File: config.mk
export PLATFORM = sky130hd
export DESIGN_NAME = mcu_event_tx_flat
export DESIGN_NICKNAME = d
export VERILOG_FILES = /design/src/rtl/mcu_event_tx_if.sv /design/src/rtl/mcu_event_tx.sv /design/src/flat_wrapper.sv
export SDC_FILE = /design/constraint.sdc
export NUM_CORES = 1
export LEC_CHECK = 0
export ABC_AREA = 0
export BUFFER_PORTS_ARGS = -buffer_cell sky130_fd_sc_hd__buf_2
export CAP_MARGIN = 0
export CORE_MARGIN = 2
export CORE_UTILIZATION = 58
export DETAILED_ROUTE_END_ITERATION = 10
export PLACE_DENSITY_LB_ADDON = 0.3
export SKIP_LAST_GASP = 1
export SLEW_MARGIN = 0
export SYNTH_ARGS = -nofsm -noshare
export SYNTH_HDL_FRONTEND = slang
export SYNTH_SLANG_ARGS = --single-unit
File: constraint.sdc
create_clock -name clk -period 2.71 [get_ports clk]
set_clock_uncertainty 0.1 [all_clocks]
set_input_delay 0.6775 -clock clk [delete_from_list [all_inputs] [get_ports clk]]
set_output_delay 0.6775 -clock clk [all_outputs]
set_load 0.05 [all_outputs]
File: src/rtl/mcu_event_tx_if.sv
`default_nettype none
// ============================================================================
// Module   : mcu_event_tx_if
// Brief    : Event inputs and MCU-side status/UART signals of mcu_event_tx,
//            bundled so the messenger and its user connect with one port.
// Revision : 1.0  initial release
// ============================================================================
interface mcu_event_tx_if #(
    parameter int N_EVT = 8,
    parameter int IDW   = 3
);
    logic [N_EVT-1:0] evt_in;
    logic             ovf_clr;
    logic             mcu_tx;
    logic             busy;
    logic             tx_done;
    logic [N_EVT-1:0] pending;
    logic [N_EVT-1:0] overflow;
    logic             action_out;
    logic [IDW-1:0]   action_id;

    // Messenger side: consumes events, produces UART line and status
    modport slave (
        input  evt_in, ovf_clr,
        output mcu_tx, busy, tx_done, pending, overflow, action_out, action_id
    );

    // Event-source / status-reader side
    modport master (
        output evt_in, ovf_clr,
        input  mcu_tx, busy, tx_done, pending, overflow, action_out, action_id
    );
endinterface
`default_nettype wire

File: src/rtl/mcu_event_tx.sv
`default_nettype none
// ============================================================================
// Module   : mcu_event_tx
// Brief    : Edge-detects N_EVT event lines, queues them as pending flags,
//            sends each granted event as a one-byte UART code (8N1, LSB
//            first) and optionally raises a timed action pulse afterwards.
// Revision : 1.0  initial release
// ============================================================================
module mcu_event_tx #(
    parameter int                 N_EVT       = 8,
    parameter logic [N_EVT*8-1:0] EVT_CODES   = {N_EVT{8'h55}},
    parameter logic [N_EVT-1:0]   LAUNCH_MASK = '0,
    parameter int                 CLK_DIV     = 434,
    parameter int                 HOLD_CYCLES = 200,
    parameter int                 IDW         = (N_EVT > 1) ? $clog2(N_EVT) : 1
) (
    input  logic          clk,
    input  logic          rst,
    mcu_event_tx_if.slave bus
);
    localparam int CW = $clog2(CLK_DIV);
    localparam int HW = $clog2(HOLD_CYCLES + 1);

    localparam logic [CW-1:0] CYC_LAST  = CW'(CLK_DIV - 1);
    localparam logic [3:0]    BIT_LAST  = 4'd9;
    localparam logic [HW-1:0] HOLD_LAST = HW'(HOLD_CYCLES);

    localparam logic [1:0] S_IDLE = 2'd0;
    localparam logic [1:0] S_TX   = 2'd1;
    localparam logic [1:0] S_HOLD = 2'd2;

    logic [N_EVT-1:0] evt_q;
    logic [N_EVT-1:0] pending_q, pending_d;
    logic [N_EVT-1:0] overflow_q, overflow_d;
    logic [N_EVT-1:0] evt_rise, grant_vec, ovf_set;
    logic [1:0]       state_q, state_d;
    logic [CW-1:0]    cyc_q, cyc_d;
    logic [3:0]       bit_q, bit_d;
    logic [HW-1:0]    hold_q, hold_d;
    logic [7:0]       code_q, code_d, grant_code;
    logic [IDW-1:0]   idx_q, idx_d, grant_idx;
    logic [IDW-1:0]   action_id_q, action_id_d;
    logic             mcu_tx_q, mcu_tx_d;
    logic             end_q, tx_done_q, action_q, action_d;
    logic             frame_end;
    logic [9:0]       frame;

    assign evt_rise = bus.evt_in & ~evt_q;
    assign frame    = {1'b1, code_q, 1'b0};

    // Lowest pending index wins; its code is looked up for latching at grant
    always_comb begin
        grant_idx  = '0;
        grant_code = 8'h00;
        for (int i = N_EVT - 1; i >= 0; i--) begin
            if (pending_q[i]) grant_idx = IDW'(i);
        end
        for (int i = 0; i < N_EVT; i++) begin
            if (grant_idx == IDW'(i)) grant_code = EVT_CODES[8*i +: 8];
        end
    end

    // Sequencer: IDLE grants, TX walks 10 bits of CLK_DIV cycles, HOLD times the action
    always_comb begin
        state_d     = state_q;
        cyc_d       = cyc_q;
        bit_d       = bit_q;
        hold_d      = hold_q;
        code_d      = code_q;
        idx_d       = idx_q;
        action_id_d = action_id_q;
        grant_vec   = '0;
        frame_end   = 1'b0;
        case (state_q)
            S_IDLE: begin
                if (|pending_q) begin
                    grant_vec[grant_idx] = 1'b1;
                    code_d  = grant_code;
                    idx_d   = grant_idx;
                    cyc_d   = '0;
                    bit_d   = '0;
                    state_d = S_TX;
                end
            end
            S_TX: begin
                if (cyc_q == CYC_LAST) begin
                    cyc_d = '0;
                    if (bit_q == BIT_LAST) begin
                        frame_end = 1'b1;
                        bit_d     = '0;
                        if (LAUNCH_MASK[idx_q]) begin
                            hold_d      = '0;
                            action_id_d = idx_q;
                            state_d     = S_HOLD;
                        end else begin
                            state_d = S_IDLE;
                        end
                    end else begin
                        bit_d = bit_q + 4'd1;
                    end
                end else begin
                    cyc_d = cyc_q + CW'(1);
                end
            end
            S_HOLD: begin
                if (hold_q == HOLD_LAST) begin
                    state_d = S_IDLE;
                end else begin
                    hold_d = hold_q + HW'(1);
                end
            end
            default: state_d = S_IDLE;
        endcase
    end

    // Event bookkeeping; a new edge always beats the grant-clear and ovf_clr
    always_comb begin
        ovf_set    = evt_rise & pending_q & ~grant_vec;
        pending_d  = (pending_q & ~grant_vec) | evt_rise;
        overflow_d = (bus.ovf_clr ? '0 : overflow_q) | ovf_set;
    end

    // The line is one cycle behind the sequencer, so tx_done and action_out
    // are delayed by one cycle too and line up with the real end of the stop bit
    always_comb begin
        mcu_tx_d = (state_q == S_TX) ? frame[bit_q] : 1'b1;
        action_d = (state_q == S_HOLD) && (hold_q != HOLD_LAST);
    end

    // State and output registers
    always_ff @(posedge clk) begin
        evt_q <= bus.evt_in;
        if (!rst) begin
            pending_q   <= '0;
            overflow_q  <= '0;
            state_q     <= S_IDLE;
            cyc_q       <= '0;
            bit_q       <= '0;
            hold_q      <= '0;
            code_q      <= 8'h00;
            idx_q       <= '0;
            action_id_q <= '0;
            mcu_tx_q    <= 1'b1;
            end_q       <= 1'b0;
            tx_done_q   <= 1'b0;
            action_q    <= 1'b0;
        end else begin
            pending_q   <= pending_d;
            overflow_q  <= overflow_d;
            state_q     <= state_d;
            cyc_q       <= cyc_d;
            bit_q       <= bit_d;
            hold_q      <= hold_d;
            code_q      <= code_d;
            idx_q       <= idx_d;
            action_id_q <= action_id_d;
            mcu_tx_q    <= mcu_tx_d;
            end_q       <= frame_end;
            tx_done_q   <= end_q;
            action_q    <= action_d;
        end
    end

    assign bus.mcu_tx     = mcu_tx_q;
    assign bus.busy       = (state_q != S_IDLE);
    assign bus.tx_done    = tx_done_q;
    assign bus.pending    = pending_q;
    assign bus.overflow   = overflow_q;
    assign bus.action_out = action_q;
    assign bus.action_id  = action_id_q;
endmodule
`default_nettype wire
File: src/flat_wrapper.sv
// flat-port wrapper written by rule: the top's interface ports become plain ports
module mcu_event_tx_flat 
#(
    parameter int                 N_EVT       = 8,
    parameter logic [N_EVT*8-1:0] EVT_CODES   = {N_EVT{8'h55}},
    parameter logic [N_EVT-1:0]   LAUNCH_MASK = '0,
    parameter int                 CLK_DIV     = 434,
    parameter int                 HOLD_CYCLES = 200,
    parameter int                 IDW         = (N_EVT > 1) ? $clog2(N_EVT) : 1
)
  (clk, rst, bus_evt_in, bus_ovf_clr, bus_mcu_tx, bus_busy, bus_tx_done, bus_pending, bus_overflow, bus_action_out, bus_action_id);
  mcu_event_tx_if #(.N_EVT(N_EVT), .IDW(IDW)) bus_i ();
  input  logic clk;
  input  logic rst;
  input wire logic [$bits(bus_i.evt_in)-1:0] bus_evt_in;
  input wire logic [$bits(bus_i.ovf_clr)-1:0] bus_ovf_clr;
  output wire logic [$bits(bus_i.mcu_tx)-1:0] bus_mcu_tx;
  output wire logic [$bits(bus_i.busy)-1:0] bus_busy;
  output wire logic [$bits(bus_i.tx_done)-1:0] bus_tx_done;
  output wire logic [$bits(bus_i.pending)-1:0] bus_pending;
  output wire logic [$bits(bus_i.overflow)-1:0] bus_overflow;
  output wire logic [$bits(bus_i.action_out)-1:0] bus_action_out;
  output wire logic [$bits(bus_i.action_id)-1:0] bus_action_id;
  assign bus_i.evt_in = bus_evt_in;
  assign bus_i.ovf_clr = bus_ovf_clr;
  assign bus_mcu_tx = bus_i.mcu_tx;
  assign bus_busy = bus_i.busy;
  assign bus_tx_done = bus_i.tx_done;
  assign bus_pending = bus_i.pending;
  assign bus_overflow = bus_i.overflow;
  assign bus_action_out = bus_i.action_out;
  assign bus_action_id = bus_i.action_id;
  mcu_event_tx #(.N_EVT(N_EVT), .EVT_CODES(EVT_CODES), .LAUNCH_MASK(LAUNCH_MASK), .CLK_DIV(CLK_DIV), .HOLD_CYCLES(HOLD_CYCLES), .IDW(IDW)) u_core (.clk(clk), .rst(rst), .bus(bus_i));
endmodule
# ---- Word-level counts from Yosys, hierarchy flattened
# Memories as Yosys holds them, arrays and structs flattened. A register that Yosys moved wholly into a read port is not among the register bits.
# Index checks and enable logic that the tools add are counted.
dict set report totals {
  regBits 65
  mem_bits_ro 8
  n_memories 1
}
# memory depth word_bits read_ports rd_ports_with_merged_regs wr line
set mem_list {}
lappend mem_list {{(name not given)} 8 1 1 1 0 mcu_event_tx.sv:91} ;# if (LAUNCH_MASK[idx_q]) begin
dict set report classes {
  add_sub_neg 3
  n_lt_le_gt_ge 4
  eq_ne 19
  mux 45
  n_bitwise 8
  n_reduce_logical 16
}
# cell count
set op_table {}
lappend op_table {{$mux W7} 8}
lappend op_table {{$mux W8} 7}
lappend op_table {{$and A8 B8 Y8} 4}
lappend op_table {{$mux W3} 10}
lappend op_table {{$mux W9} 2}
lappend op_table {{$pmux W9 S2} 1}
lappend op_table {{$not A8 Y8} 2}
lappend op_table {{$or A8 B8 Y8} 2}
lappend op_table {{$pmux W8 S2} 1}
lappend op_table {{$eq A3 B3 Y1 const B} 4}
lappend op_table {{$mux W4} 3}
lappend op_table {{$mux W2} 5}
lappend op_table {{$ne A2 B1 Y1 const B} 5}
lappend op_table {{$add A9 B1 Y9 const B} 1}
lappend op_table {{$eq A9 B9 Y1 const B} 1}
lappend op_table {{$add A8 B1 Y8 const B} 1}
lappend op_table {{$eq A8 B8 Y1 const B} 1}
lappend op_table {{$lt A3 B4 Y1 const B} 2}
lappend op_table {{$ne A8 B8 Y1 const B} 1}
lappend op_table {{$pmux W4 S2} 1}
lappend op_table {{$reduce_and A4 Y1} 2}
lappend op_table {{$reduce_or A8 Y1} 1}
lappend op_table {{$eq A3 B2 Y1 const B} 2}
lappend op_table {{$pmux W2 S3} 1}
lappend op_table {{18 further kinds} 27}

# ---- Depth between registers and ports, before layout
dict set report logic_depth {
  word_depth 17
  depth_mapped 6
}

# ---- Least setup slack after synthesis
# OpenSTA, ideal clock, no wires.
dict set report synth_timing {
  kind {input-to-reg}
  from {input port rst}
  to {register u_core.bit_q[2]}
  setup_ns 0.058
  arrival_ns 1.769
  required_ns 2.552
  setup_slack_ns 0.783
  cell_stages 5
  path_buffers 1
  path_cell_list {buf_2 nand2_1 or4b_1 nor3b_1 a211o_1}
}
# item line
set synth_lines {}
lappend synth_lines {{start, declared} flat_wrapper.sv:14} ;# input logic rst;
lappend synth_lines {{end signal, assigned} mcu_event_tx.sv:152} ;# bit_q <= bit_d;
lappend synth_lines {{end, declared} mcu_event_tx.sv:38} ;# logic [3:0] bit_q, bit_d;

# ---- Worst setup path after layout
dict set report layout_timing {
  from {register u_core.state_q[0]}
  to {output port bus_busy}
}
dict set report layout_via {
  elab_chain_len 1
}
# item line
set layout_lines {}
lappend layout_lines {{start, declared} mcu_event_tx.sv:36} ;# logic [1:0] state_q, state_d;
lappend layout_lines {{start signal, assigned} mcu_event_tx.sv:150} ;# state_q <= state_d;
lappend layout_lines {{$reduce_bool A2 Y1} mcu_event_tx.sv:165} ;# assign bus.busy = (state_q != S_IDLE);
lappend layout_lines {{end, declared} flat_wrapper.sv:18} ;# output wire logic [$bits(bus_i.busy)-1:0] bus_busy;
# Every way passes these cells.

==> impl_metrics.env <==
export IMPL_global_route_usage_met3_pct=5.93
export IMPL_yosysWarnings=0
export IMPL_num_antenna_cells=0
export IMPL_period_share_pct=78.5
export IMPL_ir_drop_mv=0.381
export IMPL_wl_per_cell_um=13.9
export IMPL_hold_violations=0
export IMPL_rsz0062_at_grt="no"
export IMPL_ys_ff_latch=42
export IMPL_maxSlewViolCount=0
export IMPL_clockBufferDepth=2
export IMPL_final_setup_viol_count=0
export IMPL_place_gp_congestion=0.879
export IMPL_grt_max_degree=18
export IMPL_crit_path_end_kind="primary output"
export IMPL_layout_nets=235
export IMPL_pwr_density_cell_mw_per_mm2=580
export IMPL_ant_nets=0
export IMPL_multiInputGateArea_sq_um=840
export IMPL_max_freq_mhz=470
export IMPL_synthCells=188
export IMPL_vias=1442
export IMPL_use_met1_pct=26.4
export IMPL_ys_flop_type="dfxtp_1"
export IMPL_synthArstFlopShare_pct=0
export IMPL_worstSetupStartpointType="flip-flop"
export IMPL_cts_root_buffer="clkbuf_4"
export IMPL_yosysSeqAreaShare_pct=48.2
export IMPL_place_ws_ps=525
export IMPL_placed_cell_area_sq_mm=0.00190
export IMPL_drc_errors=1
export IMPL_clkTransAtPathRegs_ps=120
export IMPL_path_depth=1
export IMPL_ctsHoldBuffers=0
export IMPL_busiest_layer="met2"
export IMPL_grt_ovfl_total=0
export IMPL_worst_setup_path_type="reg2out"
export IMPL_start_util_pct=62.2
export IMPL_drive_above_1_share_pct=20.5
export IMPL_clk_latency_ps=360
export IMPL_status="finished with violations"
export IMPL_die_y_um=58.9
export IMPL_hold_depth=1
export IMPL_via_per_inst=5.75
export IMPL_syn_to_final_growth_pct=11.7
export IMPL_fin_area_sq_mm=0.00195
export IMPL_cp_max_fo=13
export IMPL_synth_area_sq_mm=0.00175
export IMPL_hpwlAfterDp_mm=2.57
export IMPL_grt_pass1_wl_mm=5.69
export IMPL_grt_pass1_vias=1327
export IMPL_tns_ps=0
export IMPL_layout_commonest_cell="dfxtp_1"
export IMPL_die_w_um=58.9
export IMPL_layout_setup_ws_ps=583
export IMPL_antenna_found_initial=0
export IMPL_regArea_sq_um=841
export IMPL_cts_max_level=2
export IMPL_required_ps=1930
export IMPL_syn_area_per_cell_sq_um=9.28
export IMPL_cts_tree="yes"
export IMPL_clock_sinks=42
export IMPL_power_leakage_nw=0.827
export IMPL_post_cts_setup_buffer_count=0
export IMPL_numCtsBuffers=5
export IMPL_grt_use_total_pct=21.8
export IMPL_crit_path_cell_trace="buf_2"
export IMPL_layout_common_cells="42 x dfxtp_1, 29 x buf_2, 17 x nand2_1"
export IMPL_cpPeakStageDelay_ps=640
export IMPL_worstRegToRegCells=5
export IMPL_row_count=19
export IMPL_gr_usage_met2_pct=37.1
export IMPL_hp_class="in2reg"
export IMPL_drv_cap=0
export IMPL_wl_mm=3.49
export IMPL_core_area_sq_mm=0.00281
export IMPL_pin_count=34
export IMPL_cp_top_family="flip-flops"
export IMPL_port_buffers=29
export IMPL_die_area_sq_mm=0.00346
export IMPL_synth_edf_count=0
export IMPL_violations="DRC"
export IMPL_crit_arrival_ps=1350
export IMPL_layout_min_cycle_time_ps=2130
export IMPL_crit_slowest_cell="dfxtp_1"
export IMPL_yosysUniqueCellTypes=50
export IMPL_drtIter0Drc=43
export IMPL_fill_cells=223
export IMPL_worst_path_buf_inv=1
export IMPL_drt_pass1_iterations=7
export IMPL_cts_repair_resized=0
## registers in the layout (all words and copies together), names as in the netlist
register and flops:
u_core.bus.overflow 8, u_core.code_q 1, u_core.end_q 1, u_core.state_q 1, u_core.bus.pending 8, u_core.evt_q 8
u_core.bus.tx_done 1, u_core.bus.mcu_tx 1, u_core.bit_q 4, u_core.cyc_q 9
## routing by layer
layer  vias up  wire (um)
li1        728          -
met1       662       1540
met2        49       1680
met3         3        241
met4         0         25
met5         -          0
## worst register-to-register path: stages, from the launching register on
cell	delay, ps
dfxtp_1	430
ha_1	190
nand4b_1	140
or4b_1	630
nor3b_1	240
a211o_1	140
## final cells by class
class | instances | area share (%)
Clock inverter | 2 | 0.513
Multi-Input combinational cell | 133 | 43.1
Tap cell | 31 | 1.99
Clock buffer | 5 | 1.93
Inverter | 8 | 1.54
Timing Repair Buffer | 30 | 7.83
Sequential cell | 42 | 43.1
## cell families after synthesis
group | share of synthesized area (%)
simple gates | 24.7
compound gates | 18.6
flops | 48.2
buf+inv | 4.37
fa+ha+maj | 2.87
other cells | 0.215
xor+xnor | 0.502
mux | 0.573
## path summary, 6_finish.rpt
| check | from | endpoint | slack, ps |
|---|---|---|---|
| max | u_core.state_q[0]$_SDFFE_PN0P_ | bus_busy | 580 |
| min | bus_evt_in[5] | u_core.evt_q[5]$_DFF_P_ | 320 |
| max reg2reg | u_core.cyc_q[0]$_SDFFE_PN0P_ | u_core.bit_q[2]$_SDFFE_PN0P_ | 770 |
| min reg2reg | u_core.end_q$_SDFF_PN0_ | u_core.bus.tx_done$_SDFF_PN0_ | 360 |
## cells in the mapped netlist, types with 2 or more instances
cell | n | area share (%)
dfxtp_1 | 42 | 48
nand2_1 | 17 | 3.7
nor2_1 | 12 | 2.6
o21ai_0 | 8 | 2.3
inv_1 | 7 | 1.5
nand2b_1 | 7 | 2.5
nor3_1 | 7 | 2.0
a21oi_1 | 6 | 1.7
nand3_1 | 6 | 1.7
a31oi_1 | 5 | 1.8
nor2b_1 | 5 | 1.8
o21ai_1 | 5 | 1.4
buf_4 | 4 | 1.7
ha_1 | 4 | 2.9
a21o_1 | 3 | 1.3
and3_1 | 3 | 1.1
clkbuf_1 | 3 | 0.65
nand3b_1 | 3 | 1.3
a211o_1 | 2 | 1.0
a22o_1 | 2 | 1.0
a2bb2oi_1 | 2 | 1.0
nor3b_1 | 2 | 0.86
o21a_1 | 2 | 0.86
o2bb2ai_1 | 2 | 1.0
o31a_1 | 2 | 1.0
or2_2 | 2 | 0.72
or3_1 | 2 | 0.72
## per-stage QoR
step / total power, mW / std cells / hold slack (ps) / utilization, %
finish: 1.13 / 251 / 318 / 69.5
global route: 1.17 / 251 / 309 / 69.5
CTS: 1.13 / 251 / 331 / 69.5
detailed placement: 0.858 / 244 / 335 / 67.8
global placement: 0.852 / 244 / 331 / 67.8
floorplan: 0.818 / 191 / 312 / -
## where the power goes
part	switching [mW]	internal (mW)	leakage, nW	total [mW]
combinational	0.123	0.0536	0.451	0.177
clock	0.193	0.0933	0.0308	0.287
sequential	0.0264	0.641	0.345	0.668
Power figures use the tool's default switching activity.
